==> config.mk <==
export PLATFORM = sky130hd
export DESIGN_NAME = gf180_ram_arbiter_flat
export DESIGN_NICKNAME = d
export VERILOG_FILES = /design/src/rtl/gf180_ram_arbiter_if.sv /design/src/rtl/gf180_ram_arbiter.sv /design/src/flat_wrapper.sv
export SDC_FILE = /design/constraint.sdc
export NUM_CORES = 1
export LEC_CHECK = 0
export ABC_CLOCK_PERIOD_IN_PS = 3600
export BUFFER_PORTS_ARGS = -buffer_cell sky130_fd_sc_hd__buf_2
export CAP_MARGIN = 10
export CORE_AREA = 2 2 83 77
export DETAILED_ROUTE_END_ITERATION = 16
export DIE_AREA = 0 0 85 79
export PLACE_DENSITY = 0.74
export SLEW_MARGIN = 20
export SYNTH_ARGS = -nofsm -noshare
export SYNTH_HDL_FRONTEND = slang
export SYNTH_SLANG_ARGS = --single-unit
export TNS_END_PERCENT = 50
==> constraint.sdc <==
create_clock -name CLK -period 3.6 [get_ports CLK]
set_clock_uncertainty 0.1 [all_clocks]
set_input_delay 1.08 -clock CLK [delete_from_list [all_inputs] [get_ports CLK]]
set_output_delay 1.08 -clock CLK [all_outputs]
set_load 0.02 [all_outputs]
==> src/rtl/gf180_ram_arbiter_if.sv <==
// One requester port of the gf180 RAM arbiter: valid/ready request plus read-return.
interface gf180_ram_arbiter_if #(
    parameter int unsigned ADDR_W = 6,
    parameter int unsigned DATA_W = 8
);
    logic              req_valid;
    logic              req_ready;
    logic              we;
    logic [ADDR_W-1:0] addr;
    logic [DATA_W-1:0] wdata;
    logic [DATA_W-1:0] wmask;
    logic              rvalid;
    logic [DATA_W-1:0] rdata;

    modport master (
        output req_valid, we, addr, wdata, wmask,
        input  req_ready, rvalid, rdata
    );

    modport slave (
        input  req_valid, we, addr, wdata, wmask,
        output req_ready, rvalid, rdata
    );
endinterface

==> src/rtl/gf180_ram_arbiter.sv <==
// Clears a gf180 SRAM macro after reset, then round-robin shares its single
// port between two requesters with one-cycle read return.
module gf180_ram_arbiter #(
    parameter int unsigned        ADDR_W     = 6,
    parameter int unsigned        DATA_W     = 8,
    parameter bit                 INIT_EN    = 1'b1,
    parameter logic [DATA_W-1:0]  INIT_VALUE = '0
) (
    input  logic              CLK,
    input  logic              RESETN,
    output logic              init_done,
    gf180_ram_arbiter_if.slave p0,
    gf180_ram_arbiter_if.slave p1,
    output logic              ram_cen,
    output logic              ram_gwen,
    output logic [DATA_W-1:0] ram_wen,
    output logic [ADDR_W-1:0] ram_a,
    output logic [DATA_W-1:0] ram_d,
    input  logic [DATA_W-1:0] ram_q
);
    localparam int unsigned       DEPTH     = 1 << ADDR_W;
    localparam logic [ADDR_W-1:0] LAST_ADDR = ADDR_W'(DEPTH - 1);

    typedef enum logic {ST_INIT, ST_RUN} state_t;

    state_t            state_q, state_d;
    logic [ADDR_W-1:0] cnt_q, cnt_d;
    logic              last_p1_q, last_p1_d;   // 1 when port 1 took the previous grant
    logic              rv0_q, rv0_d, rv1_q, rv1_d;
    logic [DATA_W-1:0] hold0_q, hold1_q;
    logic [ADDR_W-1:0] a_q;
    logic [DATA_W-1:0] d_q;
    logic              gnt0, gnt1;
    logic              rvalid0, rvalid1;

    always_ff @(posedge CLK) begin
        if (!RESETN) begin
            state_q   <= INIT_EN ? ST_INIT : ST_RUN;
            cnt_q     <= '0;
            last_p1_q <= 1'b1;
            rv0_q     <= 1'b0;
            rv1_q     <= 1'b0;
            hold0_q   <= '0;
            hold1_q   <= '0;
            a_q       <= '0;
            d_q       <= '0;
        end else begin
            state_q   <= state_d;
            cnt_q     <= cnt_d;
            last_p1_q <= last_p1_d;
            rv0_q     <= rv0_d;
            rv1_q     <= rv1_d;
            a_q       <= ram_a;
            d_q       <= ram_d;
            if (rv0_q) hold0_q <= ram_q;
            if (rv1_q) hold1_q <= ram_q;
        end
    end

    // Outputs idle while reset is held so nothing reaches the macro or requesters.
    always_comb begin
        state_d      = state_q;
        cnt_d        = cnt_q;
        last_p1_d    = last_p1_q;
        rv0_d        = 1'b0;
        rv1_d        = 1'b0;
        gnt0         = 1'b0;
        gnt1         = 1'b0;
        init_done    = 1'b0;
        p0.req_ready = 1'b0;
        p1.req_ready = 1'b0;
        ram_cen      = 1'b1;
        ram_gwen     = 1'b1;
        ram_wen      = '1;
        ram_a        = a_q;
        ram_d        = d_q;
        if (RESETN) begin
            case (state_q)
                ST_INIT: begin
                    ram_cen  = 1'b0;
                    ram_gwen = 1'b0;
                    ram_wen  = '0;
                    ram_a    = cnt_q;
                    ram_d    = INIT_VALUE;
                    cnt_d    = ADDR_W'(cnt_q + 1'b1);
                    if (cnt_q == LAST_ADDR) state_d = ST_RUN;
                end
                ST_RUN: begin
                    init_done    = 1'b1;
                    gnt0         = p0.req_valid & (~p1.req_valid | last_p1_q);
                    gnt1         = p1.req_valid & (~p0.req_valid | ~last_p1_q);
                    p0.req_ready = gnt0;
                    p1.req_ready = gnt1;
                    if (gnt0) begin
                        ram_cen   = 1'b0;
                        ram_gwen  = ~p0.we;
                        ram_wen   = p0.we ? ~p0.wmask : '1;
                        ram_a     = p0.addr;
                        ram_d     = p0.wdata;
                        last_p1_d = 1'b0;
                        rv0_d     = ~p0.we;
                    end else if (gnt1) begin
                        ram_cen   = 1'b0;
                        ram_gwen  = ~p1.we;
                        ram_wen   = p1.we ? ~p1.wmask : '1;
                        ram_a     = p1.addr;
                        ram_d     = p1.wdata;
                        last_p1_d = 1'b1;
                        rv1_d     = ~p1.we;
                    end
                end
                default: state_d = ST_INIT;
            endcase
        end
    end

    // A pending read pulse is suppressed as soon as reset is asserted.
    assign rvalid0   = rv0_q & RESETN;
    assign rvalid1   = rv1_q & RESETN;
    assign p0.rvalid = rvalid0;
    assign p1.rvalid = rvalid1;
    assign p0.rdata  = rvalid0 ? ram_q : hold0_q;
    assign p1.rdata  = rvalid1 ? ram_q : hold1_q;
endmodule

==> src/flat_wrapper.sv <==
// flat-port wrapper written by rule: the top's interface ports become plain ports
module gf180_ram_arbiter_flat 
#(
    parameter int unsigned        ADDR_W     = 6,
    parameter int unsigned        DATA_W     = 8,
    parameter bit                 INIT_EN    = 1'b1,
    parameter logic [DATA_W-1:0]  INIT_VALUE = '0
)
  (CLK, RESETN, init_done, ram_cen, ram_gwen, ram_wen, ram_a, ram_d, ram_q, p0_req_valid, p0_we, p0_addr, p0_wdata, p0_wmask, p0_req_ready, p0_rvalid, p0_rdata, p1_req_valid, p1_we, p1_addr, p1_wdata, p1_wmask, p1_req_ready, p1_rvalid, p1_rdata);
  gf180_ram_arbiter_if #(.ADDR_W(ADDR_W), .DATA_W(DATA_W)) p0_i ();
  gf180_ram_arbiter_if #(.ADDR_W(ADDR_W), .DATA_W(DATA_W)) p1_i ();
  input  logic CLK;
  input  logic RESETN;
  output logic init_done;
  output logic ram_cen;
  output logic ram_gwen;
  output logic [DATA_W-1:0] ram_wen;
  output logic [ADDR_W-1:0] ram_a;
  output logic [DATA_W-1:0] ram_d;
  input  logic [DATA_W-1:0] ram_q;
  input wire logic [$bits(p0_i.req_valid)-1:0] p0_req_valid;
  input wire logic [$bits(p0_i.we)-1:0] p0_we;
  input wire logic [$bits(p0_i.addr)-1:0] p0_addr;
  input wire logic [$bits(p0_i.wdata)-1:0] p0_wdata;
  input wire logic [$bits(p0_i.wmask)-1:0] p0_wmask;
  output wire logic [$bits(p0_i.req_ready)-1:0] p0_req_ready;
  output wire logic [$bits(p0_i.rvalid)-1:0] p0_rvalid;
  output wire logic [$bits(p0_i.rdata)-1:0] p0_rdata;
  input wire logic [$bits(p1_i.req_valid)-1:0] p1_req_valid;
  input wire logic [$bits(p1_i.we)-1:0] p1_we;
  input wire logic [$bits(p1_i.addr)-1:0] p1_addr;
  input wire logic [$bits(p1_i.wdata)-1:0] p1_wdata;
  input wire logic [$bits(p1_i.wmask)-1:0] p1_wmask;
  output wire logic [$bits(p1_i.req_ready)-1:0] p1_req_ready;
  output wire logic [$bits(p1_i.rvalid)-1:0] p1_rvalid;
  output wire logic [$bits(p1_i.rdata)-1:0] p1_rdata;
  assign p0_i.req_valid = p0_req_valid;
  assign p0_i.we = p0_we;
  assign p0_i.addr = p0_addr;
  assign p0_i.wdata = p0_wdata;
  assign p0_i.wmask = p0_wmask;
  assign p0_req_ready = p0_i.req_ready;
  assign p0_rvalid = p0_i.rvalid;
  assign p0_rdata = p0_i.rdata;
  assign p1_i.req_valid = p1_req_valid;
  assign p1_i.we = p1_we;
  assign p1_i.addr = p1_addr;
  assign p1_i.wdata = p1_wdata;
  assign p1_i.wmask = p1_wmask;
  assign p1_req_ready = p1_i.req_ready;
  assign p1_rvalid = p1_i.rvalid;
  assign p1_rdata = p1_i.rdata;
  gf180_ram_arbiter #(.ADDR_W(ADDR_W), .DATA_W(DATA_W), .INIT_EN(INIT_EN), .INIT_VALUE(INIT_VALUE)) u_core (.CLK(CLK), .RESETN(RESETN), .init_done(init_done), .p0(p0_i), .p1(p1_i), .ram_cen(ram_cen), .ram_gwen(ram_gwen), .ram_wen(ram_wen), .ram_a(ram_a), .ram_d(ram_d), .ram_q(ram_q));
endmodule
After elaboration in Yosys (flattened, before gate mapping)
Index checks and enable logic that the tools add are counted.
- equality and inequality tests: 1
- muxes and demuxes: 34
- reduce and logical (&&, ||, !) cells: 4
- $add $sub $neg: 1
- bitwise operators: 16
- operators with widths (kind ; number):
    8-bit 2-to-1 mux ; 10
    8-bit case mux with 2 select lines ; 2
    6-bit 2-to-1 mux ; 3
    1-bit 2-to-1 mux ; 16
    8-bit inverter ; 2
    6-bit case mux with 2 select lines ; 1
    1-bit inverter ; 8
    6-bit by 1-bit adder with 6-bit output, second input constant ; 1
    6-bit equality test, second input constant ; 1
    1-bit AND ; 4
    1-bit case mux with 2 select lines ; 2
    4-bit OR reduction ; 1
    3-bit AND reduction ; 1
    1-bit bitwise OR ; 2
    2-bit AND reduction ; 1
    2-bit nonzero test ; 1
- word-level logic and storage cells: 65
- output and inout port bits: 45
- bits in registers: 40
- input port bits: 58

Longest topological paths before layout
Gate-level depths: netlist of run 1.
- depth after elaboration: 7
- gate-level depth with buffers: 6
- depth with buffers taken out: 4

Worst setup path before layout of run 1
No wires, ideal clock.
- path kind: input -> output
- start: input p1_req_valid
- end: output ram_wen[0]
- stages: 6
- arrival: 2.415 ns
- data required time: 2.420 ns
- setup slack: 0.005 ns
- buffers on the path: 3
- path through: buf_6 -> a21boi_2 -> buf_6 -> and3_1 -> buf_2 -> a221oi_1
- word-level cells in the longest chain between the ends: 6
- ends and longest elaborated chain (element ; RTL line ; source):
    start, declared ; flat_wrapper.sv:29 ; input wire logic [$bits(p1_i.req_valid)-1:0] p1_req_valid;
    1-bit inverter ; gf180_ram_arbiter.sv:90 ; gnt0 = p0.req_valid & (~p1.req_valid | last_p1_q);
    1-bit bitwise OR ; gf180_ram_arbiter.sv:90 ;
    1-bit AND ; gf180_ram_arbiter.sv:90 ;
    8-bit 2-to-1 mux * ; gf180_ram_arbiter.sv:94 ; if (gnt0) begin
    8-bit case mux with 2 select lines * ; gf180_ram_arbiter.sv:78 ; case (state_q)
    8-bit 2-to-1 mux * ; gf180_ram_arbiter.sv:77 ; if (RESETN) begin
    end, declared ; flat_wrapper.sv:17 ; output logic [DATA_W-1:0] ram_wen;
Mark *: on every way between the ends. The rest lies on a longest branch, timed or not.

Worst setup path in the final report of run 1
- start: input p1_req_valid
- end: output ram_a[2]
- word-level cells in the longest chain between the ends: 6
- ends and longest elaborated chain (element ; RTL line ; source):
    1-bit inverter ; gf180_ram_arbiter.sv:90 ;
    1-bit bitwise OR ; gf180_ram_arbiter.sv:90 ;
    1-bit AND ; gf180_ram_arbiter.sv:90 ;
    6-bit 2-to-1 mux * ; gf180_ram_arbiter.sv:94 ;
    6-bit case mux with 2 select lines * ; gf180_ram_arbiter.sv:78 ;
    6-bit 2-to-1 mux * ; gf180_ram_arbiter.sv:77 ;
    end, declared ; flat_wrapper.sv:18 ; output logic [ADDR_W-1:0] ram_a;
Marks and branches as above.

==> results.yml, run 1 <==
placed_design:
  hpwl_um: 4684
  dp_slack_ns: 0.01647
  placed_area_sq_um: 3000
  port_buffers: 102
  gp_congestion: 0.8186
  dp_cells: 430
floorplan:
  die_width_um: 85
  coreArea_sq_um: 5912
  initial_utilization_pct: 40.55
  rows: 27
  dieArea_sq_um: 6715
  dieHeight_um: 79
  io_pins: 103
outcome:
  status: "completed"
clock_network:
  post_cts_buffers: 0
  clk_latency_ns: 0.29
  cts.clk_slew.worst_paths_ns: 0.08
  cts_tree: "yes"
  cts_buffers: 5
  cts_root_buffer: "clkbuf_8"
  ctsHtreeMaxLevel: 2
  clk_path_buf_depth: 2
  clock_sinks: 40
sta:
  drv_slew: 0
  worst_pin_slew_ns: 0.6496
  setup_ws_ns: 0.04604
  fin_crit_ns: 3.554
  finalCritPeriodShare_pct: 98.72
  setup_viol: 0
  hold_viol: 0
  max_freq_mhz: 281.4
  max_slew_margin_pct: 56.61
  holdWs_ns: 0.4174
synth:
  async_flop_share_pct: 0
  syn_nets: 323
  synth_area_leaders: "dfxtp_1 (33%), mux2i_1 (11%), mux2_2 (9.9%), nor2b_1 (5.5%), o21ai_0 (3.5%)"
  ys_warn_count: 0
  synth_largest_area_cell: "dfxtp_1"
  synth_area_sq_um: 2397
  synth_top_area_share_pct: 33.40
  yosysUniqueCellTypes: 41
  synthFlopType: "dfxtp_1"
  syn_area_per_cell_sq_um: 9.081
  yosysSeqAreaShare_pct: 33.40
  synthCells: 264
  synth_edf_count: 0
  ys_ff_latch: 40
final_layout:
  fin_nets: 424
  area_growth_pct: 30.48
  diodes: 0
  final_layout_size_suffix_gt1_share_pct: 43.17
  finalNonFillerCells: 438
  design_area_sq_um: 3128
power_and_ir_drop:
  p_per_area_nw_per_um2: 309.2
  leakage_nw: 1.407
  clkPwrFrac_pct: 37.8
  pwr-share-seq_pct: 46.6
  sw_frac_of_total_pct: 25.23
  ir_worst_vdd_v: 0.0001195
  switching_power_mw: 0.2440
  p_int_mw: 0.7231
  combPwrFrac_pct: 15.6
drt:
  postRouteWirelength_um: 6127
  dr_total_vias: 2299
  drc: 0
  vias_per_cell: 5.249
  dr.pass1.iters: 4
  dr.first_iter.drc_count: 118
  post_drt_wl_per_cell_um: 13.99
  ant_nets: 0
global_route:
  grt_pass1_wl_um: 9839
  first_global_vias: 2118
  grt_max_degree: 26
  globalRouteOverflowTotal: 0
  grt_use_total_pct: 18.21
  antenna_found_initial: 0
setup_path:
  crit_fanout: 7
  worstSetupPathType: "in -> out"
  rr_worst_depth: 6
  startpoint_type: "input pin"
  regToRegEndpoint: "u_core.d_q[1]"
  crit_arrival_ns: 2.37
  worstSetupEndpointType: "output pin"
  crit_start: "p1_req_valid"
  cp.required_ns: 2.42
  rrSetupSlack_ns: 2.06
  endpoint: "ram_a[2]"
  reg2reg_from: "u_core.last_p1_q"
min_path:
  min_path_type: "reg -> reg"
job:
  drv_cap: 0
[logic make-up (layout without fill, tap and decap cells)]
logic type      Yosys count  count (layout)  share of synthesized area, %
fa+ha+maj                 1               1                        0.5218
mux                      49              49                         21.97
simple gates             76              76                         17.17
buf+inv                  30             132                         6.054
flops                    40              40                         33.40
xor+xnor                  5               5                         1.827
compound gates           63              63                         19.05
[flip-flops by register name, summed over array words and instances (netlist names)]
name              cells
u_core.d_q            8
u_core.hold0_q        8
u_core.hold1_q        8
u_core.a_q            6
u_core.cnt_q          6
u_core.last_p1_q      1
u_core.rv0_q          1
u_core.rv1_q          1
u_core.state_q        1
[cell usage in the layout, fill, tap and decap left out, types with 8 or more instances in the layout]
| cell type | Yosys | layout |
|---|---|---|
| buf_2 | 8 | 101 |
| dfxtp_1 | 40 | 40 |
| mux2i_1 | 26 | 26 |
| mux2_2 | 21 | 21 |
| nor2b_1 | 21 | 21 |
| o21ai_0 | 17 | 17 |
| nand2_1 | 16 | 16 |
| buf_4 | 0 | 13 |
| nor2_1 | 11 | 11 |
| and2_1 | 9 | 9 |
| inv_1 | 8 | 8 |
| a22oi_1 | 8 | 8 |
| a211oi_1 | 8 | 8 |
[final cells by class]
cell class                 count  area (sq um)
clock buffer                   5         68.82
timing repair buffer         116         630.6
clock inverter                 3         42.54
fill                         563          2784
tap                           72         90.09
sequential                    40         800.8
multi-input combinational    194          1465
inverter                       8         30.03
[worst min path at each step]
| stage | from | to | slack [ns] | depth (start not counted) |
|---|---|---|---|---|
| after floorplan | u_core.hold0_q[0] | u_core.hold0_q[0] | 0.38 | 2 |
| after global placement | u_core.hold1_q[7] | u_core.hold1_q[7] | 0.39 | 2 |
| after detailed placement | u_core.hold0_q[6] | u_core.hold0_q[6] | 0.40 | 2 |
| after CTS | u_core.hold1_q[6] | u_core.hold1_q[6] | 0.43 | 2 |
| after global routing | u_core.hold1_q[6] | u_core.hold1_q[6] | 0.45 | 2 |
| final | u_core.hold0_q[0] | u_core.hold0_q[0] | 0.42 | 2 |
[through the flow]
step | utilization [%] | power [mW] | setup TNS [ns]
floorplan | - | 0.5450 | 0
global placement | 50.75 | 0.6073 | 0
detailed placement | 50.75 | 0.6104 | 0
CTS | 52.63 | 0.9747 | 0
global route | 52.91 | 1.011 | -0.0005114
finish | 52.91 | 0.9671 | 0
[per-layer routing]
layer  vias to the layer above  track usage (%)  wire (um)
met5                         -                0          0
met4                         0            5.556         83
met3                         7            4.886        438
met2                        85            30.08       2835
met1                      1054            23.23       2770
li1                       1153                -          -
[worst max-delay path: stages]
cell,delay [ns]
clkbuf_4,0.18
mux2_4,0.31
o22a_1,0.17
a31o_1,0.22
mux2_4,0.25
buf_2,0.16
[cell usage after synthesis, types with 3 or more instances]
master / count
mux2i_1: 26
o22ai_1: 3
nand2_1: 16
a21boi_0: 3
nand3b_1: 4
buf_2: 8
dfxtp_1: 40
a22oi_1: 8
and2_1: 9
a221oi_1: 7
inv_1: 8
a211oi_1: 8
nand2b_1: 3
o2111ai_1: 3
o211ai_1: 3
clkbuf_1: 9
o21ai_0: 17
mux2_2: 21
and3_1: 3
or2_2: 3
nor2b_1: 21
xnor2_1: 5
nor2_1: 11
buf_6: 3
[power groups by stage]
stage / Sequential (mW) / Clock [mW] / Combinational, mW
after floorplan: 0.460 / 0 / 0.0847
after global placement: 0.461 / 0 / 0.146
after detailed placement: 0.461 / 0 / 0.149
after CTS: 0.451 / 0.374 / 0.150
after global routing: 0.452 / 0.393 / 0.166
final: 0.451 / 0.365 / 0.151
[timing repair]
| action | in CTS | in global routing |
|---|---|---|
| hold buffers | 0 | 0 |
| gates resized for setup | 0 | 4 |
| setup endpoints to repair | 0 | 10 |
Note: power is estimated with default switching activity, not from simulation.
==> run 2, diff against run 1 <==
- ABC_AREA: default -> 1
- CORE_AREA: 2 2 83 77 -> 2 2 82 77
- DIE_AREA: 0 0 85 79 -> 0 0 84 79
==> run 2 against run 1 <==
  * Core utilization fell by 1.8 points
  * Final cell count rose by 24%
  * Register-to-register slack hardly changed
  * Maximum frequency rose by 3.3%
  * Area after synthesis fell by 1.6%
  * Critical path depth grew 2
  * Routed wire length is 1.1% lower
  * Non-clock buffer count decreased by 8
==> results.yml, run 2 <==
sta:
  max_slew_margin_pct: 60.16
  worst_pin_slew_ns: 0.5961
  rsz0062_at_grt: "no"
  hold_viol: 0
  holdWs_ns: 0.3700
  drv_slew: 0
  finalCritPeriodShare_pct: 95.59
  max_freq_mhz: 290.6
  fin_tns_setup_ns: 0
  setup_viol: 0
  fin_crit_ns: 3.441
synth:
  synth_area_leaders: "dfxtp_1 (34%), nand2_1 (21%), inv_1 (10%), o21ai_0 (5.9%), o22ai_1 (4.2%)"
  synthFlopType: "dfxtp_1"
  ys_ff_latch: 40
  yosysSeqAreaShare_pct: 33.95
  async_flop_share_pct: 0
  synth_area_sq_um: 2359
  synth_largest_area_cell: "dfxtp_1"
  yosys.cell_count.top_type: "nand2_1"
  synth_edf_count: 0
  synthCells: 370
  ys_warn_count: 0
  yosys-top-cells-count: "nand2_1 (129), inv_1 (64), dfxtp_1 (40)"
  syn_area_per_cell_sq_um: 6.374
  synth_top_area_share_pct: 33.95
  syn_nets: 429
  yosysUniqueCellTypes: 31
power_and_ir_drop:
  p_int_mw: 0.6482
  sw_frac_of_total_pct: 27.00
  p_per_area_nw_per_um2: 297.4
  leakage_nw: 1.733
  ir_worst_vdd_v: 0.0002469
  power.total_mw: 0.8878
  switching_power_mw: 0.2397
  pwr-share-seq_pct: 50.7
  clkPwrFrac_pct: 35.5
  combPwrFrac_pct: 13.8
global_route:
  grt_max_degree: 26
  grt_pass1_wl_um: 10270
  globalRouteOverflowTotal: 0
  grt_use_total_pct: 18.61
  first_global_vias: 2299
  antenna_found_initial: 0
clock_network:
  cts.clk_slew.worst_paths_ns: 0.08
  clk_latency_ns: 0.29
  post_cts_resized: 0
  cts_tree: "yes"
  cts_root_buffer: "clkbuf_8"
  cts_hold_buf: 0
  post_cts_buffers: 0
  cts_buffers: 5
  clock_sinks: 40
  ctsHtreeMaxLevel: 2
  clk_path_buf_depth: 2
setup_path:
  crit_arrival_ns: 2.26
  cp.required_ns: 2.42
  crit_fanout: 18
  endpoint: "ram_wen[3]"
  startpoint_type: "input pin"
  regToRegEndpoint: "u_core.cnt_q[5]"
  crit_start: "p0_req_valid"
  worstSetupEndpointType: "output pin"
  rr_worst_depth: 9
  rrSetupSlack_ns: 2.06
  worstSetupPathType: "in -> out"
  reg2reg_from: "u_core.state_q"
floorplan:
  initial_utilization_pct: 40.36
  coreArea_sq_um: 5844
  dieArea_sq_um: 6636
  rows: 27
  dieHeight_um: 79
  die_width_um: 84
  io_pins: 103
drt:
  dr_total_vias: 2531
  ant_nets: 0
  dr.pass1.iters: 4
  drc: 0
  dr.first_iter.drc_count: 86
  post_drt_wl_per_cell_um: 11.18
  vias_per_cell: 4.670
  postRouteWirelength_um: 6059
final_layout:
  fin_nets: 528
  layout_common_cells: "nand2_1 (129), buf_2 (102), inv_1 (64)"
  multi_input_area_sq_um: 1190
  fin_util_pct: 51.08
  seqCellArea_sq_um: 800.8
  final_layout_size_suffix_gt1_share_pct: 30.00
  top_regs: "u_core.d_q: 8 flops, u_core.hold0_q: 8 flops, u_core.hold1_q: 8 flops"
  area_growth_pct: 26.58
  final_common_cell: "nand2_1"
  diodes: 0
  n_fill_cell: 628
job:
  drv_cap: 0
min_path:
  min_path_type: "reg -> reg"
placed_design:
  gp_congestion: 0.8290
  hpwl_um: 4510
  port_buffers: 102
outcome:
  status: "completed"
## run 2: changes by cell type in the layout (fill, tap and decap cells not counted), moves of 16 or more
cell / previous run / this run
inv_1: 8 / 64
nand3_1: 2 / 18
mux2i_1: 26 / 0
nand2_1: 16 / 129
nor2b_1: 21 / 0
mux2_2: 21 / 0
## run 2: layout make-up
class	count	share of cell area, %
multi-input combinational	247	39.86
sequential	40	26.82
timing repair buffer	108	18.61
inverter	67	8.424
tap	72	3.018
clock buffer	6	2.766
clock inverter	2	0.5029
## run 2: routing by layer
| metal | wire [um] | track usage (%) | vias to the layer above |
|---|---|---|---|
| met5 | 0 | 0 | - |
| met4 | 50 | 4.839 | 0 |
| met3 | 485 | 4.574 | 4 |
| met2 | 2713 | 31.60 | 88 |
| met1 | 2810 | 23.78 | 1093 |
| li1 | - | - | 1346 |
## run 2: through the flow
| stage | instance area [sq um] | std cells | setup slack, ns |
|---|---|---|---|
| finish | 2985 | 542 | 0.1587 |
| global route | 2985 | 542 | 0.03741 |
| CTS | 2985 | 542 | 0.1590 |
| detailed placement | 2888 | 534 | 0.1632 |
| global placement | 2888 | 534 | 0.2006 |
| floorplan | 2359 | 370 | 0.2932 |
## run 2: power by group through the flow
stage / Combinational, mW / Clock [mW] / Sequential, mW
2_1_floorplan: 0.0766 / 0 / 0.460
4_1_cts: 0.123 / 0.328 / 0.450
3_3_place_gp: 0.121 / 0 / 0.461
5_1_grt: 0.137 / 0.343 / 0.451
3_5_place_dp: 0.123 / 0 / 0.461
6_report: 0.122 / 0.315 / 0.450
## run 2: cell families after synthesis
logic type | after synthesis | synth area share, %
AOI/OAI and AO/OA | 60 | 15.28
adders and majority gates | 1 | 0.5304
buffers and inverters | 83 | 15.60
DFF | 40 | 33.95
and+or+nand+nor | 186 | 34.64
## run 2: worst min path at each step
| stage | cells after the start | slack [ns] | start | to |
|---|---|---|---|---|
| finish | 2 | 0.37 | u_core.hold0_q[0] | u_core.hold0_q[0] |
| global route | 2 | 0.39 | u_core.hold0_q[7] | u_core.hold0_q[7] |
| CTS | 2 | 0.37 | u_core.hold1_q[1] | u_core.hold1_q[1] |
| detailed placement | 2 | 0.35 | u_core.hold1_q[1] | u_core.hold1_q[1] |
| global placement | 2 | 0.35 | u_core.hold1_q[6] | u_core.hold1_q[6] |
| floorplan | 2 | 0.34 | u_core.hold0_q[0] | u_core.hold0_q[0] |
## run 2: worst max-delay path, cell delays in order
cell and delay, ns:
buf_2 0.16, nand2_4 0.16, nand2_8 0.13, nor2_2 0.32
nand2_1 0.10, nand3_1 0.10, nand2_1 0.05, buf_2 0.16
